<file path="src/rtl/p_div_pow2_arb.sv">
`default_nettype none
// ============================================================================
// Module      : p_div_pow2_arb
// Description : Round-robin arbiter sharing one power-of-2 divider (signed
//               shift right with selectable carry-up) among NREQ requesters.
//               The result, remainder and requester id are held in a
//               one-entry output buffer with valid/ready handshake.
// Revision    : 1.0 - initial release
// ============================================================================
module p_div_pow2_arb #(
    parameter int NREQ    = 4,
    parameter int SHIFT   = 2,
    parameter int CARRYUP = 0,
    parameter int I_DTYPE = 0,
    parameter int I_PREC  = 16,
    parameter int O_DTYPE = 0,
    parameter int O_PREC  = 16,
    localparam int IDW    = (NREQ > 1) ? $clog2(NREQ) : 1
) (
    input  logic                   clk,
    input  logic                   reset_,
    input  logic [NREQ-1:0]        req_valid,
    output logic [NREQ-1:0]        req_ready,
    input  logic [NREQ*I_PREC-1:0] req_data,
    output logic                   out_valid,
    input  logic                   out_ready,
    output logic [O_PREC-1:0]      out_data,
    output logic [SHIFT-1:0]       out_rem,
    output logic [IDW-1:0]         out_id,
    output logic                   busy
);

    // Data type encodings of the data-config dtype field.
    localparam int c_DT_INT  = 0;
    localparam int c_DT_FXP  = 1;

    // Only integer and fixed-point data can be shifted; reject the rest.
    generate
        if (!((I_DTYPE == c_DT_INT) || (I_DTYPE == c_DT_FXP)) ||
            !((O_DTYPE == c_DT_INT) || (O_DTYPE == c_DT_FXP)) ||
            (SHIFT < 1) || (SHIFT >= I_PREC) || (NREQ < 2)) begin : g_bad_config
            $error("p_div_pow2_arb: unsupported dtype or parameter combination");
        end
    endgenerate

    typedef enum logic [0:0] {
        ST_EMPTY = 1'b0,
        ST_FULL  = 1'b1
    } state_t;

    state_t                    r_state;
    state_t                    w_state_nxt;
    logic [IDW-1:0]            r_ptr;
    logic [O_PREC-1:0]         r_data;
    logic [SHIFT-1:0]          r_rem;
    logic [IDW-1:0]            r_id;

    logic                      w_gnt_any;
    logic [IDW-1:0]            w_gnt_idx;
    int                        w_k;
    logic                      w_can_accept;
    logic                      w_hs;
    logic [NREQ-1:0]           w_ready;
    logic signed [I_PREC-1:0]  w_din;
    logic signed [I_PREC-1:0]  w_shr;
    logic [SHIFT-1:0]          w_rem;
    logic [O_PREC-1:0]         w_q_ext;
    logic                      w_cu;
    logic [O_PREC-1:0]         w_q;

    // Rotating-priority search: first valid requester starting at the pointer.
    always_comb begin
        w_gnt_any = 1'b0;
        w_gnt_idx = '0;
        w_k       = 0;
        for (int i = 0; i < NREQ; i++) begin
            w_k = int'(r_ptr) + i;
            if (w_k >= NREQ) begin
                w_k = w_k - NREQ;
            end
            if (!w_gnt_any && req_valid[w_k[IDW-1:0]]) begin
                w_gnt_any = 1'b1;
                w_gnt_idx = w_k[IDW-1:0];
            end
        end
    end

    // Buffer can take a new result when empty or draining this cycle.
    assign w_can_accept = (r_state == ST_EMPTY) || out_ready;
    // Nothing is accepted while reset is held, even between clock edges.
    assign w_hs         = reset_ && w_gnt_any && w_can_accept;

    // One-hot ready for the granted requester only.
    always_comb begin
        w_ready = '0;
        if (w_hs) begin
            w_ready[w_gnt_idx] = 1'b1;
        end
    end
    assign req_ready = w_ready;

    // Shared divider: arithmetic shift of the granted dividend.
    assign w_din = req_data[int'(w_gnt_idx)*I_PREC +: I_PREC];
    assign w_shr = w_din >>> SHIFT;
    assign w_rem = w_din[SHIFT-1:0];

    generate
        if (O_PREC > I_PREC) begin : g_ext
            assign w_q_ext = {{(O_PREC-I_PREC){w_shr[I_PREC-1]}}, w_shr};
        end else begin : g_trunc
            assign w_q_ext = w_shr[O_PREC-1:0];
        end
    endgenerate

    generate
        if (CARRYUP == 1) begin : g_cu_half
            assign w_cu = w_rem[SHIFT-1];
        end else if (CARRYUP == 2) begin : g_cu_any
            assign w_cu = |w_rem;
        end else begin : g_cu_none
            assign w_cu = 1'b0;
        end
    endgenerate

    // Carry-up is added at output width and wraps on overflow.
    assign w_q = w_q_ext + {{(O_PREC-1){1'b0}}, w_cu};

    // Buffer occupancy state register.
    always_ff @(posedge clk or negedge reset_) begin
        if (!reset_) begin
            r_state <= ST_EMPTY;
        end else begin
            r_state <= w_state_nxt;
        end
    end

    // Buffer occupancy next state: fill on grant, drain when no refill.
    always_comb begin
        w_state_nxt = r_state;
        case (r_state)
            ST_EMPTY: if (w_hs) w_state_nxt = ST_FULL;
            ST_FULL:  if (out_ready && !w_hs) w_state_nxt = ST_EMPTY;
            default:  w_state_nxt = ST_EMPTY;
        endcase
    end

    // Result buffer and round-robin pointer, updated on each handshake.
    always_ff @(posedge clk or negedge reset_) begin
        if (!reset_) begin
            r_data <= '0;
            r_rem  <= '0;
            r_id   <= '0;
            r_ptr  <= '0;
        end else if (w_hs) begin
            r_data <= w_q;
            r_rem  <= w_rem;
            r_id   <= w_gnt_idx;
            r_ptr  <= (w_gnt_idx == IDW'(NREQ-1)) ? '0 : w_gnt_idx + 1'b1;
        end
    end

    assign out_valid = (r_state == ST_FULL);
    assign out_data  = r_data;
    assign out_rem   = r_rem;
    assign out_id    = r_id;
    assign busy      = out_valid || (|req_valid);

endmodule
`default_nettype wire
</file>
<file path="config.mk">
export PLATFORM = sky130hd
export DESIGN_NAME = p_div_pow2_arb
export DESIGN_NICKNAME = d
export VERILOG_FILES = /design/src/rtl/p_div_pow2_arb.sv
export SDC_FILE = /design/constraint.sdc
export NUM_CORES = 1
export LEC_CHECK = 0
export CELL_PAD_IN_SITES_DETAIL_PLACEMENT = 2
export CELL_PAD_IN_SITES_GLOBAL_PLACEMENT = 2
export CORE_ASPECT_RATIO = 0.5
export CORE_MARGIN = 4
export CORE_UTILIZATION = 30
export DETAILED_ROUTE_END_ITERATION = 10
export DONT_BUFFER_PORTS = 1
export GPL_ROUTABILITY_DRIVEN = 0
export HOLD_SLACK_MARGIN = 0.06
export PLACE_DENSITY_LB_ADDON = 0.12
export SYNTH_ARGS = -nofsm -noshare
export SYNTH_HDL_FRONTEND = slang
export SYNTH_SLANG_ARGS = --single-unit
</file>
<file path="constraint.sdc">
create_clock -name clk -period 2.55 [get_ports clk]
set_clock_uncertainty 0.1 [all_clocks]
set_input_delay 0.51 -clock clk [delete_from_list [all_inputs] [get_ports clk]]
set_output_delay 0.51 -clock clk [all_outputs]
set_load 0.05 [all_outputs]
</file>
Yosys cells after proc, flatten, opt, wreduce, memory -nomap -nowiden
Cells that the tools add are included.

cells by class
  add/sub/neg operators = 8
  magnitude comparators = 10
  eq/ne operators = 1
  shift-type cells = 1
  muxes and demuxes = 27
  bitwise logic cells = 1
  reduce and logical (&&, ||, !) cells = 14

operators with widths
  cell                                                               count
  variable part select 64 x 7 -> 16 bit                              1
  2-to-1 mux 2 bit                                                   9
  less-than comparator 2 x 3 -> 1 bit, second input constant         5
  2-to-1 mux 1 bit                                                   11
  greater-or-equal comparator 3 bit, second input constant           3
  binary-select mux 1 bit (select 2 bit)                             4
  subtractor 2 x 1 -> 2 bit, second input constant                   4
  logical AND 1 bit                                                  7
  adder 2 x 2 -> 3 bit, second input constant                        2
  logical NOT 1 bit                                                  4
  2-to-1 mux 4 bit                                                   1
  OR reduction 4 bit                                                 1
  adder 2 x 1 -> 3 bit, second input constant                        1
  greater-or-equal comparator 2 x 3 -> 1 bit, second input constant  1
  adder 2 x 1 -> 2 bit, second input constant                        1
  demux 1 bit (select 2 bit)                                         1
  equality test 2 bit, second input constant                         1
  greater-or-equal comparator 2 x 1 -> 1 bit, second input constant  1
  logical OR 1 bit                                                   2
  case mux 1 bit (2 select lines)                                    1
  inverter 1 bit                                                     1

storage, ports and cells
  bits in registers = 21
  input bits = 71
  output and inout port bits = 26

Longest topological paths before layout
Gate-level depths: netlist (run 1).

  depth after elaboration = 20
  mapped depth = 8
  depth with buffers taken out = 6

Least setup slack after synthesis (run 1)
OpenSTA, ideal clock, no wires.

  path type = input port to output port
  start point = input port req_valid[3]
  end point = output port req_ready[0]
  arrival time = 1979 ps
  required time = 1940 ps
  path slack = -39 ps
  cell stages on the path = 7
  buffers on the path = 1
  path through = nand2b_1 a211oi_1 nor2_1 inv_2 buf_1 ha_1 and2_1

on the way
  cells in the longest elaborated chain, start to end = 17

RTL lines
  what                                                                                                                     line  text
  start, declared                                                                                                          22    input logic [NREQ-1:0] req_valid,
  binary-select mux 1 bit (select 2 bit)                                                                                   81    if (!w_gnt_any && req_valid[w_k[IDW-1:0]]) begin
  2-to-1 mux 1 bit (implied by the code)                                                                                   81
  2-to-1 mux 1 bit                                                                                                         81
  logical NOT 1 bit                                                                                                        81
  logical AND 1 bit                                                                                                        81
  2-to-1 mux 1 bit                                                                                                         81
  logical NOT 1 bit                                                                                                        81
  logical AND 1 bit                                                                                                        81
  [2 not listed]                                                                                                           -
  logical AND 1 bit                                                                                                        81
  2-to-1 mux 2 bit *                                                                                                       81
  via w_gnt_idx[1]                                                                                                         59    logic [IDW-1:0] w_gnt_idx;
  less-than comparator 2 x 3 -> 1 bit (implied by the code) or greater-or-equal comparator 2 x 1 -> 1 bit (tied branches)  97    w_ready[w_gnt_idx] = 1'b1;
  logical AND 1 bit (implied by the code)                                                                                  97
  2-to-1 mux 1 bit (implied by the code)                                                                                   97
  demux 1 bit (select 2 bit) *                                                                                             97
  2-to-1 mux 4 bit *                                                                                                       96    if (w_hs) begin
  end, declared                                                                                                            23    output logic [NREQ-1:0] req_ready,

Mark *: on every way through the listed nets, which the timed path passes. The rest lies on a longest branch. The select of a mux whose other input is x is not followed.

Worst setup path in the final report (run 1)
  start point = register r_ptr[1]
  end point = output port req_ready[1]

on the way
  cells in the longest elaborated chain, start to end = 19

RTL lines
  what                                                                                                                     line  text
  start, declared                                                                                                          53    logic [IDW-1:0] r_ptr;
  start signal, assigned                                                                                                   158   r_ptr <= (w_gnt_idx == IDW'(NREQ-1)) ? '0 : w_gnt_idx + 1'b1;
  parallel branches: the longest is 13 deep, another holds adder 2 x 1 -> 3 bit                                            -
  2-to-1 mux 2 bit *                                                                                                       81
  via w_gnt_idx[0]                                                                                                         59
  less-than comparator 2 x 3 -> 1 bit (implied by the code) or greater-or-equal comparator 2 x 1 -> 1 bit (tied branches)  97
  logical AND 1 bit (implied by the code)                                                                                  97
  2-to-1 mux 1 bit (implied by the code)                                                                                   97
  demux 1 bit (select 2 bit) *                                                                                             97
  2-to-1 mux 4 bit *                                                                                                       96

Mark *: on every way through the listed nets, which the timed path passes. The select of a mux whose other input is x is not followed.

==> results of run 1 <==
per-stage QoR:
stage | setup TNS, ns | instances | utilization | instance area (sq um) | hold slack (ns)
floorplan | 0 | 178 | - | 1590 | 0.114
global placement | 0 | 242 | 0.340 | 1710 | 0.115
detailed placement | 0 | 242 | 0.340 | 1710 | 0.115
CTS | 0 | 252 | 0.358 | 1800 | 0.272
global route | -0.126 | 253 | 0.366 | 1840 | 0.287
finish | 0 | 253 | 0.366 | 1840 | 0.277
cells in the mapped netlist, types with 2 or more instances:
| cell | instances | share of area |
|---|---|---|
| nand2_1 | 26 | 0.061 |
| dfrtp_1 | 21 | 0.33 |
| a211o_1 | 16 | 0.088 |
| mux2i_1 | 16 | 0.10 |
| nand4_1 | 16 | 0.063 |
| o211ai_1 | 16 | 0.076 |
| o31ai_1 | 16 | 0.076 |
| clkbuf_1 | 7 | 0.017 |
| nor2_1 | 5 | 0.012 |
| and2_1 | 4 | 0.016 |
| buf_2 | 4 | 0.013 |
| ha_1 | 4 | 0.031 |
| nand2b_1 | 3 | 0.012 |
| buf_1 | 2 | 0.0047 |
| buf_4 | 2 | 0.0094 |
| buf_6 | 2 | 0.014 |
| o21ai_0 | 2 | 0.0063 |
| or2_2 | 2 | 0.0079 |
worst max-delay path by stage:
stage / from / end / depth (start not counted)
after floorplan: r_ptr[1] / req_ready[2] / 8
after detailed placement: r_ptr[1] / req_ready[2] / 7
final: r_ptr[1] / req_ready[1] / 6
after global routing: r_ptr[1] / req_ready[3] / 9
after global placement: r_ptr[1] / req_ready[2] / 7
after CTS: r_ptr[1] / req_ready[1] / 7
metal layers:
layer / vias up / part of all wire / GRT usage
met4: 0 / 0.0018 / 0.0193
met5: - / 0 / 0
li1: 683 / - / -
met2: 63 / 0.47 / 0.303
met1: 729 / 0.44 / 0.214
met3: 2 / 0.087 / 0.0642
where the power goes:
part	leakage [nW]	total [mW]	switching, mW	internal (mW)
Clock	0.0228	0.230	0.119	0.112
Sequential	0.256	0.953	0.496	0.456
Combinational	0.489	0.872	0.521	0.351
Total	0.768	2.06	1.14	0.919
state kept, by name, indices dropped and copies added, names as in the netlist:
signal	cells
out_valid	1
out_data	14
out_rem	2
r_ptr	2
out_id	2
critical path, delay by kind of cell (launching register included):
| family | cells | cell delay, ns |
|---|---|---|
| adder cells (fa/ha/maj) | 1 | 0.12 |
| buffers and inverters | 1 | 0.15 |
| flip-flops | 1 | 0.44 |
| AO/OA/AOI/OAI | 1 | 0.20 |
| AND/OR/NAND/NOR | 3 | 0.71 |
cells in the final DEF (no fill, tap or decap), types with 2 or more instances in the layout:
cell	netlist	routed
nand4_1	16	16
and2_2	0	2
buf_12	0	3
o21ai_0	2	2
dfrtp_1	21	19
mux2i_1	16	16
o31ai_1	16	16
nand2_1	26	26
o211ai_1	16	16
and2_4	0	2
clkbuf_8	0	3
buf_4	2	13
a211o_1	16	16
nand2b_1	3	3
nor2_2	1	2
dfrtp_2	0	2
or2_2	2	2
ha_1	4	3
nor2_1	5	4
cells by family after synthesis:
kind of cell,Yosys count,synth area share
AO/OA/AOI/OAI,56,0.272
multiplexers,16,0.101
AND/OR/NAND/NOR,62,0.202
adder cells (fa/ha/maj),4,0.0315
flip-flops,21,0.331
buffers and inverters,19,0.0638
final cells by class:
type / instances / area (sq um) / share of cell area
timing repair buffer: 18 / 179 / 0.0974
multi-input combinational: 138 / 987 / 0.537
inverter: 2 / 10.0 / 0.00545
sequential: 21 / 528 / 0.287
tap: 70 / 87.6 / 0.0477
clock buffer: 4 / 45.0 / 0.0245
what timing repair did:
action | in CTS | in global routing
buffers inserted | 5 | 1
hold endpoints to repair | 21 | 0
gates resized for setup | 0 | 10
hold buffers | 1 | 0
endpoints found under the setup margin | 2 | 4
pin swaps | 1 | 3
gates cloned | 0 | 0
==> impl_metrics.csv, run 1 <==
group,metric,value,unit
sta,period_minus_slack,2.49,ns
global_route,antenna_found_initial,0,
yosys,synth_cell_type_count,32,
place,portBuffers,0,
floorplan,start_util,0.316,
layout,layout-drive-gt1-share,0.202,
setup_path,worst_path_max_delay_cell,"dfrtp_2",
floorplan,rows,18,
yosys,ys.flop_type,"dfrtp_1",
yosys,yosysSeqAreaShare,0.331,
pwr,p_per_area,1120,nW/um^2
route,wire_per_inst,22.2,um
floorplan,io-pin-count,97,
setup_path,slowest_delay,0.44,ns
sta,maxSlewViolCount,0,
route,routed_via_density,5.84,
setup_path,path_max_fanout,6,
setup_path,reg2reg_to,"out_data[4]",
setup_path,rr_worst_depth,8,
route,remaining_drc_errors,0,
yosys,syn_inst,178,
sta,setup_viol,0,
setup_path,arrival,1.88,ns
cts,clkTransAtPathRegs,0.08,ns
setup_path,required,1.94,ns
layout,final_nets,259,
setup_path,worst_r2r_startpoint,"r_ptr[0]",
worst_hold_path,hold_path_depth,2,
sta,hold_viol_final,0,
setup_path,regToRegSetupSlack,0.42,ns
route,drtIter0Drc,88,
cts,cts_sinks,21,
setup_path,crit_type,"reg -> out",
route,vias,1477,
floorplan,die_height,59.5,um
floorplan,die_x,111,um
cts,cts_made_buffers,3,
sta,period_share,0.978,
cts,cts_root_buf,"clkbuf_8",
setup_path,cp-end-kind,"primary output",
place,pre_cts_ws,0.136,ns
place,hpwl,4.10,mm
setup_path,startpoint_type,"flop",
yosys,synth_area_per_cell,8.93,sq um
sta,tightest_slew,1.03,ns
layout,fillers,575,
yosys,synthesis.area,1590,sq um
run,maxCapViolations,0,
worst_hold_path,worstHoldEndpoint,"out_valid",
layout,syn2layout_area_growth,15.6,%
global_route,globalRouteTotalUtil,0.173,
cts,clkLatencyLatePin,0.26,ns
cts,cts_tree,"done",
route,drtPass1Iterations,4,
layout,diodes,0,
sta,rsz0062_at_grt,"yes",
worst_hold_path,min_path_type,"in -> reg",
setup_path,path_cells,"nor2b_4, o21a_1, nor3_4, buf_6, ha_1, and2_2",
sta,finalWorstSetupSlack,0.0568,ns
sta,relSlewSlack,0.314,
global_route,grt_max_degree,38,
yosys,synth_edf_count,0,
cts,htree_levels,1,
global_route,grt_overflow,0,
cts,cts_buffer_depth,2,
floorplan,coreArea,5020,sq um
run_status,status,"complete, no violations",
pwr,total_power,2.06,mW
worst_hold_path,hold_start,"reset_",
yosys,synth_fp_nets,253,
yosys,synth_warnings,0,
pwr,cellLeakagePower,0.768,nW
global_route,grt_pass1_wl,8.99,mm
global_route,first_global_vias,1710,
route,wirelength,5.63,mm
pwr,ir_worst_vdd,0.535,mV
floorplan,die-area,6600,sq um
yosys,synth_seq_cells,21,
sta,max_freq,401,MHz
yosys,async_flop_share,1.00,
route,ant_nets,0,
(Power assumes the default switching activity.)
==> run 2: changes to the inputs <==
- CORE_UTILIZATION: 30 -> 33
==> run 2 against run 1 <==
Net effect:
- the run now ends with setup timing left
- register-to-register slack worse by 0.15 ns
- total power is 0.12% lower
- die area is 8.2% lower
- maximum frequency is 5.3% lower
- via count is 1.2% higher
- utilization is 4.2 points higher
==> impl_metrics.csv, run 2 (same netlist as run 1, synthesis figures left out) <==
group,metric,value,unit
run_status,status,"complete, but fails checks",
run_status,violations,"setup timing",
setup_path,cp-end-kind,"primary output",
worst_hold_path,hold_path_depth,2,
route,drtIter0Drc,52,
cts,cts_made_buffers,3,
worst_hold_path,min_path_type,"in -> reg",
pwr,p_per_area,1110,nW/um^2
cts,cts_buffer_depth,2,
pwr,comb_power_share,0.426,
route,vias,1494,
sta,max_freq,380,MHz
global_route,globalRouteTotalUtil,0.191,
route,wire_per_inst,23.4,um
pwr,p_int,0.909,mW
setup_path,reg2reg_to,"out_data[10]",
route,ant_nets,0,
sta,setup-tns-final,-0.122,ns
layout,final_cell_mix,"nand2_1 (26), dfrtp_1 (19)",
cts,clkLatencyLatePin,0.26,ns
sta,hold_viol_final,0,
sta,maxSlewViolCount,0,
setup_path,startpoint_type,"flop",
worst_hold_path,hold_start,"reset_",
setup_path,arrival,2.02,ns
setup_path,rr_worst_depth,9,
pwr,seqPwrFrac,0.464,
setup_path,path_max_fanout,6,
floorplan,die-area,6060,sq um
run,maxCapViolations,0,
route,routed_via_density,6.00,
setup_path,worst_r2r_startpoint,"r_ptr[1]",
setup_path,crit_type,"reg -> out",
pwr,p_sw,1.14,mW
cts,cts_tree,"done",
sta,finalWorstSetupSlack,-0.0831,ns
sta,period_minus_slack,2.63,ns
sta,relSlewSlack,0.626,
cts,cts_sinks,21,
global_route,antenna_found_initial,0,
sta,period_share,1.03,
layout,layout-drive-gt1-share,0.202,
setup_path,worst_path_max_delay_cell,"dfrtp_2",
place,portBuffers,0,
global_route,grt_pass1_wl,9.18,mm
layout,largest_reg_flops,14,
floorplan,rows,17,
cts,cts_root_buf,"clkbuf_8",
cts,clkTransAtPathRegs,0.08,ns
layout,diodes,0,
setup_path,regToRegSetupSlack,0.27,ns
route,drtPass1Iterations,4,
sta,tightest_slew,0.561,ns
sta,setup_viol,3,
worst_hold_path,worstHoldEndpoint,"out_valid",
floorplan,start_util,0.351,
layout,fillers,496,
route,remaining_drc_errors,0,
route,wirelength,5.83,mm
layout,syn2layout_area_growth,16.4,%
setup_path,slowest_delay,0.44,ns
sta,rsz0062_at_grt,"yes",
pwr,ir_worst_vdd,0.691,mV
global_route,grt_overflow,0,
pwr,p_sw_frac,0.557,
layout,mostFrequentLayoutCell,"nand2_1",
pwr,cellLeakagePower,0.770,nW
pwr,total_power,2.05,mW
global_route,first_global_vias,1666,
pwr,p_clk_frac,0.110,
global_route,grt_max_degree,38,
floorplan,die_x,106,um
setup_path,required,1.94,ns
place,hpwl,4.22,mm
cts,htree_levels,1,
floorplan,coreArea,4530,sq um
floorplan,io-pin-count,97,
setup_path,path_cells,"buf_4, nor3b_1, a211oi_1, nor2_2, inv_2, ha_1, and2_2",
layout,final_nets,259,
floorplan,die_height,57.1,um
run 2: timing repair:
action                                  in CTS  in global routing
gates cloned                                 0                  0
hold endpoints to repair                    21                  0
gates resized for setup                      0                 11
pin swaps                                    1                  2
setup buffers                                2                  3
hold buffers                                 2                  0
endpoints found under the setup margin       2                  3
run 2: layout make-up:
cell class | count | area, sq um | share of cell area
Clock buffer | 4 | 45.0 | 0.0244
Inverter | 2 | 10.0 | 0.00541
Multi-Input combinational cell | 138 | 996 | 0.539
Sequential cell | 21 | 528 | 0.286
Tap cell | 66 | 82.6 | 0.0447
Timing Repair Buffer | 18 | 188 | 0.101
run 2: critical path, delay by kind of cell (launching register included):
family                   cells  cell delay (ns)
adder cells (fa/ha/maj)      1             0.19
AO/OA/AOI/OAI                1             0.12
flip-flops                   1             0.44
buffers and inverters        2             0.24
AND/OR/NAND/NOR              3             0.76
run 2: worst max path at each step:
stage | start | to
after floorplan | r_ptr[1] | req_ready[2]
after global placement | r_ptr[1] | req_ready[2]
after detailed placement | r_ptr[1] | req_ready[2]
after CTS | r_ptr[1] | req_ready[2]
after global routing | r_ptr[1] | req_ready[1]
final | r_ptr[1] | req_ready[1]
run 2: stage by stage:
step	instances	setup slack [ns]	util	instance area [sq um]	hold WS, ns
final	249	-0.0831	0.408	1850	0.266
after global placement	238	0.221	0.376	1700	0.115
after CTS	246	0.00371	0.396	1790	0.257
after detailed placement	238	0.153	0.376	1700	0.115
after global routing	249	-0.158	0.408	1850	0.262
after floorplan	178	0.0841	-	1590	0.114
run 2: power by group through the flow:
stage	Combinational (mW)	Sequential, mW	Clock (mW)
2_1_floorplan	0.606	0.958	0
3_3_place_gp	0.764	0.956	0
3_5_place_dp	0.793	0.965	0
4_1_cts	0.822	0.956	0.239
5_1_grt	0.963	0.974	0.258
6_report	0.875	0.953	0.225
run 2: routing by layer:
layer	global-route usage	wire length, um
met1	0.239	2540
met4	0.0166	32
met2	0.328	2750
met3	0.0723	500
met5	0	0
==> run 3: changes to the inputs <==
- PLACE_DENSITY: not set -> 0.85
- PLACE_DENSITY_LB_ADDON: 0.12 -> not set
==> run 3 against run 2 <==
Net effect:
- design area fell by 0.14%
- global-route usage grew 0.43 points
- first-iteration DRC count is 120% higher
- sequential share of layout area is essentially flat
- setup slack better by 0.13 ns
- wire length up 3.3%
- the run now ends clean
- via count decreased by 0.27%
- clock power rose by 5%
- sequential cell count is the same
- sequential power is essentially flat
==> impl_metrics.csv, run 3 (same netlist as run 1, synthesis figures left out) <==
group,metric,value,unit
pwr,p_int,0.930,mW
layout,layout-drive-gt1-share,0.209,
sta,finalWorstSetupSlack,0.0425,ns
route,drtPass1Iterations,4,
route,routed_via_density,6.01,
global_route,grt_max_degree,38,
setup_path,path_delay_family,"simple AND/OR/NAND/NOR gates",
setup_path,slowest_delay,0.44,ns
cts,cts_sinks,21,
setup_path,cp-end-kind,"primary output",
sta,period_minus_slack,2.51,ns
route,ant_nets,0,
pwr,p_sw,1.17,mW
place,hpwl,4.22,mm
pwr,p_per_area,1140,nW/um^2
setup_path,regToRegSetupSlack,0.22,ns
cts,htree_levels,1,
setup_path,arrival,1.90,ns
layout,diodes,0,
layout,final_area,1850,sq um
sta,setup-tns-final,0,ns
setup_path,cp_num_cells,8,
global_route,grt_pass1_wl,9.38,mm
floorplan,die_height,57.1,um
sta,max_freq,399,MHz
pwr,total_power,2.10,mW
route,drtIter0Drc,112,
cts,clkLatencyLatePin,0.26,ns
layout,largest_reg_flops,14,
floorplan,die-area,6060,sq um
sta,maxSlewViolCount,0,
sta,hold_viol_final,0,
sta,holdWs,0.266,ns
pwr,p_sw_frac,0.558,
setup_path,worst_r2r_startpoint,"r_ptr[1]",
pwr,seqPwrFrac,0.455,
cts,clkTransAtPathRegs,0.08,ns
layout,syn2layout_area_growth,16.2,%
layout,final_nets,258,
global_route,globalRouteTotalUtil,0.195,
layout,mostFrequentLayoutCell,"nand2_1",
sta,tightest_slew,1.07,ns
global_route,first_global_vias,1674,
place,place_area,1680,sq um
run_status,status,"complete, no violations",
worst_hold_path,min_path_type,"in -> reg",
route,vias,1490,
run,maxCapViolations,0,
cts,cts_made_buffers,3,
cts,cts_tree,"done",
floorplan,start_util,0.351,
setup_path,rr_worst_depth,8,
route,wirelength,6.02,mm
setup_path,startpoint_type,"flop",
place,pre_cts_ws,0.143,ns
setup_path,path_cells,"buf_6, nor3b_4, a211oi_2, nor2_2, buf_4, ha_4, and2_4, buf_12",
floorplan,rows,17,
pwr,p_clk_frac,0.113,
setup_path,crit_buf_inv,3,
layout,final_cell_mix,"nand2_1 (26), dfrtp_1 (19)",
sta,setup_viol,0,
cts,cts_buffer_depth,2,
floorplan,coreArea,4530,sq um
worst_hold_path,hold_start,"reset_",
setup_path,path_max_fanout,5,
pwr,ir_worst_vdd,0.308,mV
setup_path,reg2reg_to,"out_data[10]",
setup_path,worst_path_max_delay_cell,"dfrtp_2",
cts,cts_root_buf,"clkbuf_8",
floorplan,io-pin-count,97,
sta,period_share,0.983,
route,wire_per_inst,24.3,um
worst_hold_path,worstHoldEndpoint,"out_valid",
route,remaining_drc_errors,0,
pwr,comb_power_share,0.433,
pwr,cellLeakagePower,0.767,nW
sta,relSlewSlack,0.287,
worst_hold_path,hold_path_depth,2,
setup_path,required,1.94,ns
global_route,grt_overflow,0,
floorplan,die_x,106,um
setup_path,crit_type,"reg -> out",
global_route,antenna_found_initial,0,
place,portBuffers,0,
## run 3: worst max path at each step
| stage | slack [ns] | to | start |
|---|---|---|---|
| after detailed placement | 0.14 | out_data[10] | req_valid[1] |
| final | 0.04 | req_ready[2] | r_ptr[1] |
| after global routing | -0.06 | req_ready[1] | r_ptr[1] |
| after floorplan | 0.08 | req_ready[2] | r_ptr[1] |
| after CTS | 0.008 | req_ready[1] | r_ptr[0] |
| after global placement | 0.22 | req_ready[2] | r_ptr[1] |
## run 3: area by class of cell
cell class	instances	area (sq um)
Inverter	2	10.0
Sequential cell	21	528
Tap cell	66	82.6
Timing Repair Buffer	17	163
Multi-Input combinational cell	138	1020
Clock buffer	4	45.0
Fill cell	499	2680
## run 3: through the flow
| stage | instances | util |
|---|---|---|
| finish | 248 | 0.408 |
| global route | 248 | 0.408 |
| CTS | 245 | 0.389 |
| detailed placement | 237 | 0.371 |
| global placement | 237 | 0.371 |
| floorplan | 178 | - |
## run 3: worst register-to-register path: cells and delay by family (launching register included)
family                 cells  cell delay [ns]
AND/OR/NAND/NOR            3             0.90
AO/OA/AOI/OAI              2             0.27
flip-flops                 1             0.44
buffers and inverters      3             0.48
## run 3: power groups by stage
stage               combinational, mW  sequential, mW  clock (mW)
finish                          0.909           0.956       0.237
CTS                             0.819           0.957       0.240
global placement                0.742           0.957           0
detailed placement              0.781           0.968           0
floorplan                       0.606           0.958           0
global route                     1.00           0.977       0.261
## run 3: repair_timing
action                                  4_1_cts  5_1_grt
hold buffers                                  1        0
resized for setup                             0       17
buffers inserted                              3        3
pin swaps                                     1        5
endpoints found under the hold margin        21        0
endpoints found under the setup margin        2        5
## run 3: layer usage
layer | global-route usage | part of all wire
met5 | 0 | 0
met2 | 0.336 | 0.51
met1 | 0.239 | 0.40
met3 | 0.0712 | 0.084
met4 | 0.0351 | 0.0048
